<file path="config.mk">
export PLATFORM = sky130hd
export DESIGN_NAME = uart_tx
export DESIGN_NICKNAME = d
export VERILOG_FILES = /design/src/rtl/uart_tx.sv
export SDC_FILE = /design/constraint.sdc
export NUM_CORES = 1
export LEC_CHECK = 0
export ABC_AREA = 1
export CAP_MARGIN = 10
export CORE_MARGIN = 1
export CORE_UTILIZATION = 59
export DETAILED_ROUTE_END_ITERATION = 8
export HOLD_SLACK_MARGIN = 0.15
export PLACE_DENSITY_LB_ADDON = 0.05
export SLEW_MARGIN = 20
export SYNTH_ARGS = -nofsm -noshare
export SYNTH_HDL_FRONTEND = slang
export SYNTH_SLANG_ARGS = --single-unit
</file>
<file path="constraint.sdc">
create_clock -name i_clk -period 3.2 [get_ports i_clk]
set_clock_uncertainty 0.2 [all_clocks]
set_input_delay 0.96 -clock i_clk [delete_from_list [all_inputs] [get_ports i_clk]]
set_output_delay 0.96 -clock i_clk [all_outputs]
set_load 0.01 [all_outputs]
</file>
<file path="src/rtl/uart_tx.sv">
// 8N1 UART transmitter: one start bit, eight data bits LSB first, one stop bit.
// Bit timing uses the same ticks-per-bit model as the companion receiver.
module uart_tx #(
    parameter int unsigned TICKS_PER_BIT      = 32,
    parameter int unsigned TICKS_PER_BIT_SIZE = 6
) (
    input  logic       i_clk,
    input  logic       i_rst,
    input  logic       i_enable,
    input  logic [7:0] i_txdata,
    input  logic       i_send,
    output logic       o_dout,
    output logic       o_done,
    output logic       o_busy
);

    localparam int unsigned TW = TICKS_PER_BIT_SIZE;
    localparam logic [TW-1:0] TICK_LAST = TW'(TICKS_PER_BIT - 1);

    typedef enum logic [4:0] {
        IDLE       = 5'b00001,
        SEND_START = 5'b00010,
        SEND_DATA  = 5'b00100,
        SEND_STOP  = 5'b01000,
        DONE       = 5'b10000
    } state_t;

    state_t        state;
    logic [TW-1:0] tick;
    logic [3:0]    bit_cnt;
    logic [7:0]    shift;
    logic          bit_end;

    assign bit_end = (tick == TICK_LAST);

    // Frame sequencer; every output is registered so the line never glitches.
    always_ff @(posedge i_clk) begin
        if (i_rst) begin
            state   <= IDLE;
            tick    <= '0;
            bit_cnt <= '0;
            shift   <= '0;
            o_dout  <= 1'b1;
            o_done  <= 1'b0;
            o_busy  <= 1'b0;
        end else begin
            o_done <= 1'b0;
            case (state)
                IDLE: begin
                    tick   <= '0;
                    o_dout <= 1'b1;
                    o_busy <= 1'b0;
                    if (i_enable && i_send) begin
                        shift   <= i_txdata;
                        bit_cnt <= '0;
                        state   <= SEND_START;
                        o_dout  <= 1'b0;
                        o_busy  <= 1'b1;
                    end
                end
                SEND_START: begin
                    if (bit_end) begin
                        tick   <= '0;
                        state  <= SEND_DATA;
                        o_dout <= shift[0];
                    end else begin
                        tick <= tick + TW'(1);
                    end
                end
                SEND_DATA: begin
                    if (bit_end) begin
                        tick    <= '0;
                        shift   <= {1'b0, shift[7:1]};
                        bit_cnt <= bit_cnt + 4'd1;
                        // Line shows the next bit as soon as the shift happens.
                        if (bit_cnt == 4'd7) begin
                            state  <= SEND_STOP;
                            o_dout <= 1'b1;
                        end else begin
                            o_dout <= shift[1];
                        end
                    end else begin
                        tick <= tick + TW'(1);
                    end
                end
                SEND_STOP: begin
                    if (bit_end) begin
                        tick   <= '0;
                        state  <= DONE;
                        o_done <= 1'b1;
                        o_dout <= 1'b1;
                    end else begin
                        tick <= tick + TW'(1);
                    end
                end
                DONE: begin
                    tick   <= '0;
                    state  <= IDLE;
                    o_dout <= 1'b1;
                    o_busy <= 1'b0;
                end
                default: begin
                    tick    <= '0;
                    bit_cnt <= '0;
                    state   <= IDLE;
                    o_dout  <= 1'b1;
                    o_busy  <= 1'b0;
                end
            endcase
        end
    end

endmodule

</file>
==> summary.json <==
{
  "die": {
    "start_util": 0.656,
    "die_height_um": 49.6,
    "core_sq_um": 2040,
    "design.portCount": 15,
    "num_rows": 16,
    "fp.dieArea_sq_um": 2460,
    "die_x_um": 49.6
  },
  "clock_network": {
    "cts_inserted_buffers": 3,
    "ctsRootBufferMaster": "sky130_fd_sc_hd__clkbuf_4",
    "clock_latency_ns": 0.32,
    "clockBufferDepth": 2,
    "cts_tree": "yes",
    "cts.sinks": 26,
    "cts.clk_slew.worst_paths_ns": 0.13,
    "htree_num_levels": 1,
    "post_cts_buffers": 0,
    "cts.repair.resized": 0,
    "post_cts_hold_buffer_count": 0
  },
  "place": {
    "dp_hpwl_um": 1950,
    "numPlacedInstances": 238,
    "port-buffer-count": 14,
    "final_weighted_congestion_in_routability_driven_placement": 0.851,
    "preCtsSetupSlack_ns": 0.620
  },
  "drt": {
    "post_drt_wl_per_cell_um": 10.4,
    "post_drt_via_cell_ratio": 5.13,
    "wl_met2_um": 1290,
    "met1_length_um": 1080,
    "met3RoutedLength_um": 112,
    "firstDrtPassIters": 4,
    "antenna_left": 0,
    "remaining_drc_errors": 0,
    "number_of_drc_markers_after_the_initial_detailed_route_iteration": 24,
    "dr.max_layer_used": "met4",
    "route.vias.total": 1237,
    "drt_wl_total_um": 2520
  },
  "power": {
    "power.switching_uw": 530,
    "p_int_uw": 657,
    "seq_power_share": 0.387,
    "power.leakage_uw": 0.000694,
    "share_clk_of_total_power": 0.116,
    "sw_frac_of_total": 0.447,
    "power.density_cell_area_nw_per_um2": 783,
    "pwr-share-comb": 0.497,
    "design_power_total_uw": 1190,
    "vdd.ir_drop.worst_v": 0.000431
  },
  "yosys": {
    "seq_area_frac_synth": 0.389,
    "synthesis.instances": 200,
    "synthDistinctLibCells": 25,
    "netlist_top_cells_area": "sky130_fd_sc_hd__dfxtp_1 39%, sky130_fd_sc_hd__nand2_1 15%, sky130_fd_sc_hd__nor2_1 10%",
    "synthesis.area_per_instance_sq_um": 6.69,
    "synth_area_sq_um": 1340,
    "yosysWarnings": 0,
    "synth.ff_latch_count": 26,
    "yosys.area.top_type_share": 0.389,
    "synth_fp_nets": 214,
    "netlist.top_cell.by_area": "sky130_fd_sc_hd__dfxtp_1"
  },
  "sta": {
    "final_hold_viol_count": 0,
    "layout_setup_ws_ns": 0.822,
    "final-setup-viol-count": 0,
    "slew_violations": 0,
    "tightestPinTransition_ns": 0.510,
    "finalWorstPathRequiredPeriod_ns": 2.38,
    "fin_crit_share": 0.743,
    "slew_headroom": 0.659,
    "rsz0062_at_grt": "no",
    "max_clock_freq_mhz": 421,
    "fin_setup_tns_ns": 0
  },
  "cells_and_area": {
    "commonest_non_fill_non_tap_cells_in_the_layout": "53 x sky130_fd_sc_hd__nand2_1, 37 x sky130_fd_sc_hd__nor2_1, 26 x sky130_fd_sc_hd__dfxtp_1, 19 x sky130_fd_sc_hd__inv_1, 16 x sky130_fd_sc_hd__nand3_1",
    "commonest_non_fill_non_tap_cell_in_the_layout": "sky130_fd_sc_hd__nand2_1",
    "fraction_of_final_layout_cells_sized_beyond_drive_strength_1": 0.103,
    "nNetsFinal": 230,
    "layout.filler_cells": 191,
    "n_antenna_cell": 0,
    "finalNonFillerCells": 241,
    "area_growth_from_synthesis_to_final_layout_pct": 13.4
  },
  "critical_path": {
    "path_cells": "clkdlybuf4s50_1",
    "data_arrival_time_at_the_worst_slack_endpoint_ns": 1.22,
    "data_required_time_of_the_worst_path_ns": 2.04,
    "critical_path.max_fanout": 2,
    "timing.critical_path.max_delay_family": "buffers and inverters",
    "timing.critical_path.from_type": "register",
    "worst_path_max_delay_cell": "sky130_fd_sc_hd__clkdlybuf4s50_1",
    "timing_worst_setup_path_type": "reg -> out",
    "worst_setup_path_end_kind": "output port",
    "cp_num_buf_inv": 1,
    "timing.critical_path.slowest_cell_delay_ns": 0.54
  },
  "grt": {
    "grt_usage": 0.226,
    "grt_first_pass_wirelength_um": 4380,
    "pin_count_of_the_biggest_net_entering_global_routing": 23,
    "gr_overflow_total": 0,
    "grt_pass1_vias": 1114,
    "antenna_found_initial": 0
  },
  "flow_run": {
    "maxCapViolCount": 0
  },
  "worst_hold_path": {
    "timing.hold.worst.class": "reg -> reg"
  },
  "outcome": {
    "outcome": "finished clean"
  }
}
metrics by stage:
step / hold slack (ns) / util / cell area (sq um)
CTS: 0.266 / 0.743 / 1520
global placement: 0.232 / 0.732 / 1500
detailed placement: 0.242 / 0.732 / 1500
global route: 0.289 / 0.743 / 1520
floorplan: 0.218 / - / 1340
finish: 0.266 / 0.743 / 1520
power by group through the flow:
stage / sequential [uW] / combinational, uW / clock [uW]
after floorplan: 459 / 500 / 0
final: 459 / 591 / 138
after global routing: 473 / 686 / 153
after CTS: 458 / 593 / 138
after detailed placement: 466 / 588 / 0
after global placement: 463 / 563 / 0
synthesized netlist by cell type:
cell / count
sky130_fd_sc_hd__xnor2_1: 1
sky130_fd_sc_hd__nor2_2: 4
sky130_fd_sc_hd__inv_1: 19
sky130_fd_sc_hd__inv_2: 4
sky130_fd_sc_hd__nand3_2: 1
sky130_fd_sc_hd__or2_2: 2
sky130_fd_sc_hd__dfxtp_1: 26
sky130_fd_sc_hd__nand3_4: 1
sky130_fd_sc_hd__nand4_1: 3
sky130_fd_sc_hd__nor3_1: 4
sky130_fd_sc_hd__nand2_1: 53
sky130_fd_sc_hd__o21ai_1: 1
sky130_fd_sc_hd__buf_2: 2
sky130_fd_sc_hd__ha_1: 2
sky130_fd_sc_hd__nand2_2: 2
sky130_fd_sc_hd__nor2_1: 37
sky130_fd_sc_hd__o21ai_0: 9
sky130_fd_sc_hd__nand3_1: 16
sky130_fd_sc_hd__buf_6: 1
sky130_fd_sc_hd__nand4_2: 1
sky130_fd_sc_hd__xor2_1: 2
sky130_fd_sc_hd__a21oi_1: 5
sky130_fd_sc_hd__clkbuf_1: 1
sky130_fd_sc_hd__nor2_4: 2
sky130_fd_sc_hd__nand2_4: 1
path summary, 6_finish.rpt:
check / start / endpoint / slack [ns] / cells past startpoint
hold reg to reg: tick[0]$_SDFF_PP0_ / tick[0]$_SDFF_PP0_ / 0.27 / 1
setup reg to reg: tick[0]$_SDFF_PP0_ / bit_cnt[2]$_SDFFE_PP0P_ / 1.45 / 9
setup / recovery: o_dout$_SDFFE_PP1P_ / o_dout / 0.82 / 1
hold / removal: tick[0]$_SDFF_PP0_ / tick[0]$_SDFF_PP0_ / 0.27 / 1
flip-flops by register name, summed over array words and instances (netlist names):
| name | flops |
|---|---|
| shift | 8 |
| tick | 6 |
| state | 5 |
| bit_cnt | 4 |
| o_busy | 1 |
| o_done | 1 |
| o_dout | 1 |
layout make-up:
class / instances / area, sq um / share of cell area
multi-input combinational: 147 / 707 / 0.466
timing repair buffer: 15 / 148 / 0.0973
inverter: 23 / 86.3 / 0.0569
clock buffer: 3 / 22.5 / 0.0148
tap: 27 / 33.8 / 0.0223
sequential: 26 / 520 / 0.343
per-layer routing:
layer	GRT usage	up-vias
met5	0	-
met4	0.0762	0
met3	0.0494	4
met2	0.387	36
met1	0.277	544
li1	-	653
cells by family (layout without fill, tap and decap cells):
logic type	Yosys count	in the layout	share of synthesized area
AO/OA/AOI/OAI	15	15	0.0561
XOR/XNOR	3	3	0.0196
adder cells (fa/ha/maj)	2	2	0.0187
buffers and inverters	27	41	0.0832
flip-flops	26	26	0.389
AND/OR/NAND/NOR	127	127	0.434
Note: power is estimated with default switching activity, not from simulation.
